`src/rtl/_32bit_mult_unit.sv`:
```
// Iterative shift-add multiplier for MULT/MULTU with the HI/LO register pair.
// One product bit per cycle, sign fix-up applied to the magnitude product at the end.
module _32bit_mult_unit #(
  parameter int WIDTH = 32,
  parameter int CNT_W = 6
) (
  input  logic             clk,
  input  logic             rst,
  input  logic             start,
  input  logic             is_signed,
  input  logic [WIDTH-1:0] a,
  input  logic [WIDTH-1:0] b,
  input  logic             wr_hi,
  input  logic             wr_lo,
  input  logic [WIDTH-1:0] wdata,
  output logic             busy,
  output logic             done,
  output logic [WIDTH-1:0] hi,
  output logic [WIDTH-1:0] lo
);

  typedef enum logic [1:0] {IDLE, RUN, SIGN, DONE} state_t;

  localparam logic [CNT_W-1:0] LAST = CNT_W'(WIDTH - 1);

  state_t             state, state_nxt;
  logic [WIDTH-1:0]   mcand, mplier;
  logic [2*WIDTH-1:0] acc, acc_neg;
  logic [WIDTH:0]     upper_sum;
  logic [WIDTH-1:0]   a_mag, b_mag;
  logic               neg;
  logic [CNT_W-1:0]   cnt;

  // The most negative operand negates to itself, which is correct read as unsigned 2^(WIDTH-1).
  assign a_mag     = (is_signed && a[WIDTH-1]) ? -a : a;
  assign b_mag     = (is_signed && b[WIDTH-1]) ? -b : b;
  assign upper_sum = {1'b0, acc[2*WIDTH-1:WIDTH]} + (mplier[0] ? {1'b0, mcand} : '0);
  assign acc_neg   = -acc;

  always_ff @(posedge clk or posedge rst) begin
    if (rst) state <= IDLE;
    else     state <= state_nxt;
  end

  always_comb begin
    state_nxt = state;
    case (state)
      IDLE:    if (start) state_nxt = RUN;
      RUN:     if (cnt == LAST) state_nxt = SIGN;
      SIGN:    state_nxt = DONE;
      DONE:    state_nxt = IDLE;
      default: state_nxt = IDLE;
    endcase
  end

  always_comb begin
    busy = (state == RUN) || (state == SIGN);
    done = (state == DONE);
  end

  // HI/LO are loaded on the edge entering DONE so they already show the product while done is high.
  always_ff @(posedge clk or posedge rst) begin
    if (rst) begin
      mcand  <= '0;
      mplier <= '0;
      acc    <= '0;
      neg    <= 1'b0;
      cnt    <= '0;
      hi     <= '0;
      lo     <= '0;
    end else begin
      case (state)
        IDLE: begin
          if (wr_hi) hi <= wdata;
          if (wr_lo) lo <= wdata;
          if (start) begin
            mcand  <= a_mag;
            mplier <= b_mag;
            neg    <= is_signed & (a[WIDTH-1] ^ b[WIDTH-1]);
            acc    <= '0;
            cnt    <= '0;
          end
        end
        RUN: begin
          acc    <= {upper_sum, acc[WIDTH-1:1]};
          mplier <= mplier >> 1;
          cnt    <= cnt + CNT_W'(1);
        end
        SIGN: begin
          if (neg) acc <= acc_neg;
          {hi, lo} <= neg ? acc_neg : acc;
        end
        default: ;
      endcase
    end
  end

endmodule

```
`config.mk`:
```
export PLATFORM = sky130hd
export DESIGN_NAME = _32bit_mult_unit
export DESIGN_NICKNAME = d
export VERILOG_FILES = /design/src/rtl/_32bit_mult_unit.sv
export SDC_FILE = /design/constraint.sdc
export NUM_CORES = 1
export LEC_CHECK = 0
export CAP_MARGIN = 20
export CORE_MARGIN = 2
export CORE_UTILIZATION = 59
export DETAILED_ROUTE_END_ITERATION = 8
export DONT_BUFFER_PORTS = 1
export PLACE_DENSITY = 0.77
export REMOVE_ABC_BUFFERS = 1
export SYNTH_ARGS = -nofsm -noshare
export SYNTH_HDL_FRONTEND = slang
export SYNTH_SLANG_ARGS = --single-unit
```
`constraint.sdc`:
```
create_clock -name clk -period 8.6 [get_ports clk]
set_input_delay 1.72 -clock clk [delete_from_list [all_inputs] [get_ports clk]]
set_output_delay 1.72 -clock clk [all_outputs]
set_load 0.01 [all_outputs]
```
# Yosys cells after proc, flatten, opt, wreduce, memory -nomap -nowiden
# Cells that the tools add are included.
[word_totals] ff_bits=201 out_inout_bits=66
[op_classes] n_addsub=5 eq_ne=8 muxes=17 bitwise=2 reduce_logical=13
[ops] operator="two-way mux 32 bit" count=6
[ops] operator="one-hot mux 32 bit (2 select lines)" count=3
[ops] operator="one-hot mux 64 bit (3 select lines)" count=1
[ops] operator="two-way mux 64 bit" count=2
[ops] operator="negator 32 bit" count=2
[ops] operator="negator 64 bit" count=1
[ops] operator="adder 32 x 32 -> 33 bit" count=1
[ops] operator="one-hot mux 6 bit (2 select lines)" count=1
[ops] operator="AND reduction 2 bit" count=6
[ops] operator="inequality test 2 bit (second input constant)" count=4
[ops] operator="one-hot mux 2 bit (4 select lines)" count=1
[ops] operator="adder 6 x 1 -> 6 bit (second input constant)" count=1
[ops] operator="equality test 6 x 5 -> 1 bit (second input constant)" count=1
[ops] operator="two-way mux 6 bit" count=1
[ops] operator="equality test 2 bit (second input constant)" count=2
[ops] operator="two-way mux 2 bit" count=2
[ops] operator="nonzero test 2 bit" count=2
[ops] operator="nonzero test 3 bit" count=1
[ops] operator="equality test 2 x 1 -> 1 bit (second input constant)" count=1
[ops] operator="logical AND 1 bit" count=2
[ops] operator="zero test 2 bit" count=1
[ops] operator="AND 1 bit" count=1
[ops] operator="logical OR 1 bit" count=1
[ops] operator="bitwise XOR 1 bit" count=1

# Logic depth before layout (Yosys ltp)
# Gate-level depths: netlist of the first run.
[logic_depth] depth_word=4 mapped_depth=14

# Worst setup path after synthesis of the first run
# No wires, ideal clock.
[synth_timing] kind="input-to-reg" startpoint="input port a[4]" endpoint="register mcand[29]" setup_ns=0.135 t_arrival_ns=3.522 required_ns=8.465 setup_slack_ns=4.943 path_stages=9 cell_sequence="nor4_1 -> nand2b_1 -> nor4_1 -> and2_1 -> nand2_1 -> o31ai_1 -> nand2_1 -> xnor2_1 -> o21ai_0"
[synth_via] elab_chain_cells=2
[synth_rtl] element="start: declaration" line_no="11" rtl="input logic [WIDTH-1:0] a,"
[synth_rtl] element="negator 32 bit" line_no="35" rtl="assign a_mag = (is_signed && a[WIDTH-1]) ? -a : a;"
[synth_rtl] element="two-way mux 32 bit" line_no="35"
[synth_rtl] element="end signal: assignment" line_no="77" rtl="mcand <= a_mag;"
[synth_rtl] element="end: declaration" line_no="27" rtl="logic [WIDTH-1:0] mcand, mplier;"
# No other way between the ends.
# A chain may end at the register's enable or synchronous reset.

# Worst setup path in the final report of the first run
[layout_timing] startpoint="register acc[16]" endpoint="register hi[24]"
[layout_via] elab_chain_cells=3
[layout_rtl] element="start: declaration" line_no="28" rtl="logic [2*WIDTH-1:0] acc, acc_neg;"
[layout_rtl] element="start signal: assignment" line_no="85" rtl="acc <= {upper_sum, acc[WIDTH-1:1]};"
[layout_rtl] element="start signal: assignment" line_no="90" rtl="if (neg) acc <= acc_neg;"
[layout_rtl] element="negator 64 bit" line_no="38" rtl="assign acc_neg = -acc;"
[layout_rtl] element="two-way mux 64 bit"
[layout_rtl] element="one-hot mux 32 bit (2 select lines)" line_no="72" rtl="case (state)"
[layout_rtl] element="end signal: assignment" line_no="74" rtl="if (wr_hi) hi <= wdata;"
[layout_rtl] element="end signal: assignment" line_no="91" rtl="{hi, lo} <= neg ? acc_neg : acc;"
[layout_rtl] element="end: declaration" line_no="18" rtl="output logic [WIDTH-1:0] hi,"
# No other way between the ends.

==> impl_results.md, run 1 <==
* Max-slew violations at 0
* Post-cts resize count at 0
* Chip height at about 150 µm
* Period Utilization, post-route at around 44%
* Antenna diodes at 0
* Mapped Area at 13270 µm²
* Fin crit period at 3.797 ns
* Vias per inst at 6.210
* TritonCTS Buffers at 23
* Max-cap check violation count at 0
* Synth top area cells: dfrtp_1, o21ai_0, nand2_1, a21oi_1, xnor2_1
* Ys flop type: dfrtp_1
* R2R cell count at 9
* Htree depth at 1
* Sink Count at between 200 and 250
* Num rows at between 50 and 60
* CP max-delay cell: or4_2
* Post-CTS Setup Repair Bufs at 0
* Fmax at 263.4 MHz
* Clock power share at between 15 and 20%
* Yosys warning count at 0
* GP Congestion at roughly 0.9
* Crit path kind: register to register
* Final hold viol count at 0
* Synth area leader: dfrtp_1
* R2r endpoint: hi[24]$_DFFE_PP0P_
* Hold buffers post-CTS at 0
* GRT overflow at 0
* Static Leak at 0.006113 µW
* Mean Syn Cell Area at approximately 8 µm²
* Crit. End Element: register
* Worst reg2reg startpoint: acc[16]$_DFFE_PP0P_
* First-pass detailed-route iteration total at 5
* Routed Antenna Nets at 0
* Total number of vias at approximately 12000
* Worst slew margin at approximately 34%
* Die Span X at about 150 µm
* # IOs at 168
* Post-synth top area share at a little under two fifths
* CP Cell Sequence: or4_4 > or4_4 > or4_2 > nand2b_1 > o41ai_2 > xor2_1 > nand2_1 > o21ai_0 > o21ai_0
* Power share of the combinational group at between 50% and 60%
* Clock transition at path regs at roughly 0.06 ns
* Async S/R FF share, synth at between 90% and 100%
* Clk root buf: clkbuf_16
* Critical Path Sink: hi[24]$_DFFE_PP0P_
* Max rail drop VDD at ~0.00025 V
* Routed length per instance at 18.05 µm
* Starting Density at approximately three fifths
* Seq/Total Area, Yosys at between 30% and 40%
* Startpoint Class: register
* Largest net degree at the start of global routing at approximately 140
* Net load switching power at around 2900 µW
* Data arrival time of the critical path at 4.16 ns
* Critical path required time at approximately 9.0 ns
* Ratio of cells with drive above 1 in the final layout at roughly 5.4%
* Post-synth EDFFs at 0
* Vias in the first global route at around 11000
* Total GRT Usage at 28.24%
* Layout area overhead at 6.769%
* Crit path largest cell delay at 0.79 ns
* Net count, final at 1722
* CP Max Fanout at 10
* Core area at approximately 22000 µm²
* Hold Crit Class: register to register
* Finish-stage setup viols at 0
* Status: finished, final reports clean
* Number of storage elements in the synthesis netlist at ~200
* FILL cells at roughly 1900
* Remaining DRCs at 0
* Fin worst setup slack at between 4 and 5 ns
* Worst slew pin tran at between 0.9 and 1 ns
* Sequential cell area at between 5000 and 6000 µm²
* Overall power at slightly below 6000 µW
* Hold Path Stages at 2
* Detailed Place HPWL at ~23000 µm
* Die ar. at about 24000 µm²
* Post-layout util at around 65%
* RSZ-0062 raised after global routing: no
* Multi-input combinational cell area at about 7800 µm²
* CTS tree: done
* Seq pwr share at between 20% and 30%
* Initial antenna violation count at 0
* Final setup TNS at 0 ns
* Routed WL at 33820 µm
* Power density over the cells at 420.3 nW/µm²
* # port buffers at 0
* Register-to-register setup slack at 4.80 ns
* DRT iter0 DRCs at 1044
* Worst Skew at between 0.015 and 0.02 ns
* Worst skew pair latency at 0.51 ns
* Post-Syn Instances at about 1600
* Switching portion of total power at ~49%
* Synth cell types at 68
* Worst Setup SP: acc[16]$_DFFE_PP0P_
* First-pass GRT wire length at roughly 56000 µm
* Pre-CTS setup slack at about 4.5 ns
* CTS Buffer Depth at 3
* P_int at approximately 3100 µW
==> cells in the mapped netlist, types with 10 or more instances <==
cell / n
nand2b_1: 10
nand2_1: 249
and2_1: 38
xnor2_1: 73
clkbuf_1: 85
inv_1: 34
a21o_1: 24
dfrtp_1: 201
nor2b_1: 11
o31ai_1: 24
a22oi_1: 18
ha_1: 40
xor2_1: 72
a21oi_1: 148
nand3_1: 13
nor3_1: 33
o21ai_0: 272
or3_1: 14
nor2_1: 103
o41ai_1: 12
==> routing by layer <==
metal | global-route usage, % | vias to the layer above | wire length (µm)
met5 | 0 | - | 0
met4 | 6.231 | 0 | 616
met3 | 5.637 | 49 | 2915
met2 | 43.90 | 427 | 15030
met1 | 41.03 | 5490 | 15260
li1 | - | 5672 | -
==> worst min path at each step <==
stage	start	endpoint	slack, ns
2_1_floorplan	mplier[31]$_DFFE_PP0P_	mplier[31]$_DFFE_PP0P_	0.44
3_5_place_dp	mcand[2]$_DFFE_PP0P_	mcand[2]$_DFFE_PP0P_	0.46
5_1_grt	mcand[24]$_DFFE_PP0P_	mcand[24]$_DFFE_PP0P_	0.50
4_1_cts	mcand[2]$_DFFE_PP0P_	mcand[2]$_DFFE_PP0P_	0.48
6_report	mcand[2]$_DFFE_PP0P_	mcand[2]$_DFFE_PP0P_	0.47
3_3_place_gp	mcand[8]$_DFFE_PP0P_	mcand[8]$_DFFE_PP0P_	0.45
==> stage by stage <==
stage / cell area [µm²] / hold slack [ns] / instances
3_3_place_gp: 13380 / 0.4525 / 1831
5_1_grt: 14170 / 0.4974 / 1874
2_1_floorplan: 12880 / 0.4412 / 1540
3_5_place_dp: 13380 / 0.4630 / 1831
6_report: 14170 / 0.4701 / 1874
4_1_cts: 14120 / 0.4761 / 1871
==> flip-flops by register name, summed over array words and instances, names as in the netlist <==
name	count
mplier	32
hi	32
acc	64
cnt	6
state	2
neg	1
mcand	32
lo	32
==> power by group through the flow <==
stage / Sequential, µW / Clock (µW) / Combinational, µW
after detailed placement: 1780 / 0 / 3140
after CTS: 1770 / 980 / 3160
after global placement: 1760 / 0 / 3070
after global routing: 1800 / 1020 / 3610
after floorplan: 1670 / 0 / 2330
final: 1750 / 964 / 3250
==> cell usage in the layout, fill, tap and decap left out, drive strengths merged, types with 5 or more instances in the layout <==
cell type / synthesis / final
a211oi: 7 / 7
a21o: 24 / 24
a21oi: 149 / 149
a22oi: 18 / 18
a31oi: 6 / 6
a32oi: 8 / 8
and2: 38 / 38
and3: 6 / 6
buf: 12 / 14
clkbuf: 86 / 34
dfrtp: 201 / 201
ha: 40 / 40
inv: 34 / 34
mux2i: 9 / 9
nand2: 249 / 249
nand2b: 10 / 10
nand3: 13 / 13
nand4: 6 / 6
nor2: 103 / 103
nor2b: 11 / 11
nor3: 33 / 33
nor4: 9 / 9
o21a: 6 / 6
o21ai: 276 / 276
o22ai: 6 / 6
o31a: 11 / 11
o31ai: 25 / 25
o41ai: 14 / 14
or2: 5 / 5
or3: 18 / 18
or4: 15 / 15
xnor2: 73 / 73
xor2: 72 / 72
==> critical path: cells and delay by family (launching register included) <==
family / cells / cell delay (ns)
flops: 1 / 0.45
simple gates: 5 / 2.33
xor+xnor: 1 / 0.18
compound gates: 3 / 0.69
==> logic make-up after synthesis <==
logic type	synth area share, %
adder cells (fa/ha/maj)	3.922
multiplexers	0.7637
buffers and inverters	3.884
flip-flops	37.90
XOR/XNOR	9.569
AO/OA/AOI/OAI	25.73
AND/OR/NAND/NOR	18.23
==> final cells by class <==
cell class,instances,area share (%)
Multi-Input combinational cell,1305,54.91
Clock buffer,34,4.848
Sequential cell,201,35.51
Timing Repair Buffer,14,0.9007
Clock inverter,6,0.4062
Tap cell,280,2.472
Inverter,34,0.9536
No activity file was read; power rests on OpenSTA's default activity.
==> run 2, diff against run 1 <==
PLACE_DENSITY = 0.8   (was 0.77)
clock period = 3.3 ns   (was 8.6 ns; I/O delays follow)
==> run 2 against run 1 <==
Sequential power increased to 2.6 times the previous value; combinational power rose to 3.0 times the previous value; first-iteration DRC count is 12% lower; critical path depth shrank 1; global-route usage rose by 1.6 points; sequential cell count did not move; via count rose by 3.9%; critical endpoint is now acc[63]$_DFFE_PP0P_; critical path type unchanged; clock-buffer cell count is 4 lower.
==> impl_results.md, run 2 (synthesis results as in run 1) <==
* Max FFs per register at 64 (unchanged)
* CTS tree: done
* First-pass detailed-route iteration total at 5 (unchanged)
* Net count, final at 1797 (+4.4%)
* Routed Antenna Nets at 0 (unchanged)
* Sink Count at 201 (unchanged)
* Num rows at 54 (unchanged)
* Fin crit period at 3.247 ns (-0.5497 ns)
* Hold Crit Class: input pin to asynchronous set/reset pin
* Largest net degree at the start of global routing at 91 (-34%)
* RSZ-0062 raised after global routing: yes
* GP Congestion at 0.9447 (+5.2%)
* DRT iter0 DRCs at 914 (-12%)
* CTS Buffer Depth at 3 (unchanged)
* Final hold viol count at 0 (unchanged)
* Finish-stage setup viols at 0 (unchanged)
* Antenna diodes at 0 (unchanged)
* Critical path required time at 3.69 ns (-5.27 ns)
* Ratio of cells with drive above 1 in the final layout at 11.13% (+5.7 points)
* Data arrival time of the critical path at 3.64 ns (-0.52 ns)
* R2R cell count at 8 (-1)
* # IOs at 168 (unchanged)
* Chip height at 154.0 µm (unchanged)
* Biggest register: acc
* GRT overflow at 0 (unchanged)
* Routed length per instance at 18.32 µm (+1.5%)
* TritonCTS Buffers at 24 (+4.3%)
* Overall power at 17300 µW (+190%)
* Fmax at 308.0 MHz (+17%)
* Leading cell types in the layout, fill and taps excluded: o21ai_0, nand2_1, dfrtp_1
* Htree depth at 1 (unchanged)
* Starting Density at 60.44% (unchanged)
* Remaining DRCs at 0 (unchanged)
* Commonest non-fill, non-tap cell in the layout: o21ai_0
* Total GRT Usage at 29.85% (+1.6 points)
* Hold buffers post-CTS at 0 (unchanged)
* Worst skew pair latency at 0.53 ns (+0.02 ns)
* Vias per inst at 6.199 (-0.18%)
* Worst slew pin tran at 1.035 ns (+0.05009 ns)
* Clock transition at path regs at 0.06 ns (about the same)
* Period Utilization, post-route at 98.39% (+54 points)
* CP Max Fanout at 4 (-6)
* Worst Skew at 0.01062 ns (-0.005942 ns)
* # port buffers at 0 (unchanged)
* Initial antenna violation count at 0 (unchanged)
* Hold Worst Slack at 0.05463 ns (-0.4154 ns)
* Detailed Place HPWL at 25600 µm (+9.5%)
* Status: finished, final reports clean
* Core area at 21960 µm² (unchanged)
* Worst reg2reg startpoint: acc[20]$_DFFE_PP0P_
* Max-cap check violation count at 0 (unchanged)
* Register-to-register setup slack at 0.05 ns (-4.75 ns)
* Crit path kind: register to register
* Static Leak at 0.006603 µW (+8.0%)
* Power density over the cells at 1148 nW/µm² (+170%)
* Crit. End Element: register
* Post-CTS Setup Repair Bufs at 0 (unchanged)
* Vias in the first global route at 11620 (+6.1%)
* Die ar. at 23710 µm² (unchanged)
* Routed WL at 35750 µm (+5.7%)
* R2r endpoint: acc[63]$_DFFE_PP0P_
* Clk root buf: clkbuf_16
* Total number of vias at 12090 (+3.9%)
* Layout area overhead at 13.56%
* First-pass GRT wire length at 58770 µm (+4.9%)
* Die Span X at 154.0 µm (unchanged)
* Startpoint Class: register
* Worst slew margin at 30.83% (-3.4 points)
* Max-slew violations at 0 (unchanged)
* Max rail drop VDD at 0.0008339 V (+240%)
[run 2: cell type report]
| class | count | area, µm² |
|---|---|---|
| clock buffer | 30 | 674.4 |
| clock inverter | 13 | 226.5 |
| fill | 1710 | 6888 |
| inverter | 34 | 135.1 |
| multi-input combinational | 1305 | 7918 |
| sequential | 201 | 5031 |
| tap | 280 | 350.3 |
| timing repair buffer | 88 | 735.7 |
[run 2: layer usage]
layer | wire (µm) | vias up | track usage, %
met1 | 15670 | 5694 | 41.83
met5 | 0 | - | 0
met3 | 2980 | 89 | 6.003
met4 | 913 | 0 | 9.746
li1 | - | 5833 | -
met2 | 16190 | 478 | 46.64
[run 2: critical path, stage by stage (launching register included)]
cell	delay [ns]
dfrtp_1	0.37
or4_4	0.53
or4_4	0.52
or4_4	0.52
or4_4	0.45
o41ai_4	0.27
xnor2_2	0.14
a221oi_2	0.23
o21ai_1	0.09
[run 2: worst max path at each step]
| stage | cells past startpoint | startpoint | to |
|---|---|---|---|
| 2_1_floorplan | 1 | rst | acc[0]$_DFFE_PP0P_ |
| 3_3_place_gp | 8 | acc[14]$_DFFE_PP0P_ | acc[63]$_DFFE_PP0P_ |
| 3_5_place_dp | 8 | acc[14]$_DFFE_PP0P_ | acc[63]$_DFFE_PP0P_ |
| 4_1_cts | 9 | acc[16]$_DFFE_PP0P_ | hi[19]$_DFFE_PP0P_ |
| 5_1_grt | 8 | acc[20]$_DFFE_PP0P_ | hi[31]$_DFFE_PP0P_ |
| 6_report | 8 | acc[20]$_DFFE_PP0P_ | acc[63]$_DFFE_PP0P_ |
[run 2: timing repair]
| action | 4_1_cts | 5_1_grt |
|---|---|---|
| pin swaps | 7 | 5 |
| endpoints found under the setup margin | 12 | 35 |
| resized for setup | 8 | 25 |
[run 2: metrics by stage]
step	cells	util, %	cell area, µm²	setup WS [ns]	setup TNS (ns)
floorplan	1540	-	12880	-2.842	-740.70
global placement	1906	63.81	14010	0.001642	0
detailed placement	1907	63.85	14020	-0.06673	-0.1423
CTS	1950	68.06	14950	0.02461	0
global route	1951	68.63	15070	-0.02426	-0.06126
finish	1951	68.63	15070	0.05302	0
[run 2: power breakdown]
group	total, µW	internal, µW	switching [µW]
Sequential	4500	3490	1010
Clock	2980	1910	1060
Combinational	9820	3850	5970
Total	17300	9260	8040
==> run 3, diff against run 2 <==
CAP_MARGIN = not set   (was 20)
CORE_MARGIN = not set   (was 2)
==> run 3 against run 2 <==
Utilization is 0.83 points lower; the run now ends with DRC, setup timing left; sequential cell count did not move; die area decreased by 2.6%; power is 1.8% lower; highest routed layer unchanged; critical path depth stayed put.
==> impl_results.md, run 3 (synthesis results as in run 1) <==
* Met3 Routed Length at 2968 µm (-0.40%)
* Max-cap check violation count at 0 (unchanged)
* Power density over the cells at 1141 nW/µm² (-0.56%)
* Total GRT Usage at 30.81% (+0.96 points)
* Routed Antenna Nets at 0 (unchanged)
* Chip height at 152.0 µm (-1.3%)
* Switching portion of total power at 47.94% (+1.5 points)
* Starting Density at 60.44% (unchanged)
* Startpoint Class: register
* Biggest register: acc
* Die Span X at 152.0 µm (-1.3%)
* Sink Count at 201 (unchanged)
* GRT overflow at 0 (unchanged)
* Top Layer Used: met4
* Static Leak at 0.006491 µW (-1.7%)
* Finish-stage setup viols at 1 (+1)
* Final Non-Filler Cells at 1943 (-0.41%)
* Max-slew violations at 0 (unchanged)
* Worst slew pin tran at 1.053 ns (+0.01799 ns)
* Hold buffers post-CTS at 0 (unchanged)
* Worst skew pair latency at 0.52 ns (about the same)
* Detailed Place HPWL at 25200 µm (-1.5%)
* Largest net degree at the start of global routing at 100 (+9.9%)
* Num rows at 54 (unchanged)
* # IOs at 168 (unchanged)
* Status: finished, violations left
* Die ar. at 23100 µm² (-2.6%)
* Htree depth at 1 (unchanged)
* Pre-CTS setup slack at -0.07531 ns (-0.008584 ns)
* Crit path kind: register to register
* Data arrival time of the critical path at 3.77 ns (+0.13 ns)
* Ratio of cells with drive above 1 in the final layout at 10.82% (-0.31 points)
* Clock transition at path regs at 0.06 ns (about the same)
* Vias in the first global route at 11430 (-1.6%)
* First-pass GRT wire length at 58320 µm (-0.78%)
* Fmax at 297.6 MHz (-3.4%)
* Max FFs per register at 64 (unchanged)
* Leading cell types in the layout, fill and taps excluded: o21ai_0, nand2_1, dfrtp_1
* RSZ-0062 raised after global routing: yes
* Layout area overhead at 12.19%
* M1 WL at 15450 µm (-1.4%)
* Worst Skew at 0.01360 ns (+0.002985 ns)
* TritonCTS Buffers at 22 (-8.3%)
* Met2 wire length at 16130 µm (-0.37%)
* CTS tree: done
* Net count, final at 1790 (-0.39%)
* Fin crit period at 3.360 ns (+0.1130 ns)
* Fin worst setup slack at -0.05998 ns (-0.1130 ns)
* CP Max Fanout at 4 (unchanged)
* Max rail drop VDD at 0.0009389 V (+13%)
* Period Utilization, post-route at 101.8% (+3.4 points)
* DRT iter0 DRCs at 876 (-4.2%)
* GP Congestion at 0.9095 (-3.7%)
* Commonest non-fill, non-tap cell in the layout: o21ai_0
* P_int at 8847 µW (-4.4%)
* Final hold viol count at 0 (unchanged)
* DP Cell Count at 1901 (-0.31%)
* Core area at 21960 µm² (unchanged)
* Failing checks: DRC, setup timing
* Antenna diodes at 0 (unchanged)
* Hold Crit Class: input pin to asynchronous set/reset pin
* Net load switching power at 8147 µW (+1.3%)
* Initial antenna violation count at 0 (unchanged)
* Remaining DRCs at 24 (+24)
* Routed length per instance at 18.29 µm (-0.20%)
* Seq pwr share at 26.6% (+0.6 points)
* CTS Buffer Depth at 3 (unchanged)
* Routed WL at 35530 µm (-0.61%)
* Power share of the combinational group at 58.3% (+1.5 points)
* Worst slew margin at 29.78% (-1.0 points)
* Crit. End Element: register
* Vias per inst at 6.230 (+0.49%)
* Total number of vias at 12100 (+0.083%)
* Clk root buf: clkbuf_16
* Clock power share at 15.1% (-2.1 points)
* Critical path required time at 3.71 ns (+0.02 ns)
* # port buffers at 0 (unchanged)
* First-pass detailed-route iteration total at 7 (+2)
run 3: cell type report:
class	count	area [µm²]
Fill cell	1762	7069
Tap cell	280	350.3
Clock inverter	11	127.6
Multi-Input combinational cell	1305	7981
Inverter	34	135.1
Sequential cell	201	5031
Timing Repair Buffer	83	635.6
Clock buffer	29	628.1
run 3: final timing paths:
kind | from | end | slack, ns | cells past startpoint
hold / removal | rst | lo[28]$_DFFE_PP0P_ | 0.11 | 1
hold reg to reg | mcand[0]$_DFFE_PP0P_ | mcand[0]$_DFFE_PP0P_ | 0.48 | 2
setup / recovery | acc[22]$_DFFE_PP0P_ | hi[31]$_DFFE_PP0P_ | -0.06 | 8
min in group clk | is_signed | neg$_DFFE_PP0P_ | 0.28 | 2
setup reg to reg | acc[22]$_DFFE_PP0P_ | hi[31]$_DFFE_PP0P_ | -0.06 | 8
max in group asynchronous | rst | lo[4]$_DFFE_PP0P_ | 2.36 | 2
run 3: stage by stage:
stage	instance area (µm²)	hold WS, ns	utilization, %	total power (µW)	TNS, ns
6_report	14890	0.1102	67.81	16990	-0.05998
5_1_grt	14890	0.1712	67.81	18120	-0.2893
2_1_floorplan	12880	0.4412	-	10430	-740.70
3_5_place_dp	13910	0.4642	63.36	13670	-0.5194
4_1_cts	14710	0.1437	66.98	16440	0
3_3_place_gp	13910	0.4549	63.36	13410	-0.03144
run 3: routing by layer:
layer / GRT usage [%] / vias up
li1: - / 5844
met1: 42.20 / 5664
met2: 49.67 / 519
met3: 5.476 / 77
met4: 10.01 / 0
met5: 0.2070 / -
run 3: what timing repair did:
action | 4_1_cts | 5_1_grt
gates resized for setup | 8 | 35
endpoints found under the setup margin | 19 | 35
pin swaps | 4 | 12
buffers inserted | 0 | 2
run 3: worst max-delay path, stage by stage, from the launching register on:
cell     delay, ns
dfrtp_1       0.38
or4_4         0.54
or4_4         0.52
or4_4         0.52
or4_4         0.47
o41ai_4       0.29
xnor2_2       0.18
nor2_1        0.08
o31ai_1       0.29
run 3: power groups by stage:
stage | registers (µW) | clock network (µW) | logic, µW
floorplan | 4350 | 0 | 6080
global placement | 4460 | 0 | 8940
detailed placement | 4510 | 0 | 9160
CTS | 4480 | 2590 | 9370
global route | 4640 | 2670 | 10800
finish | 4520 | 2560 | 9910
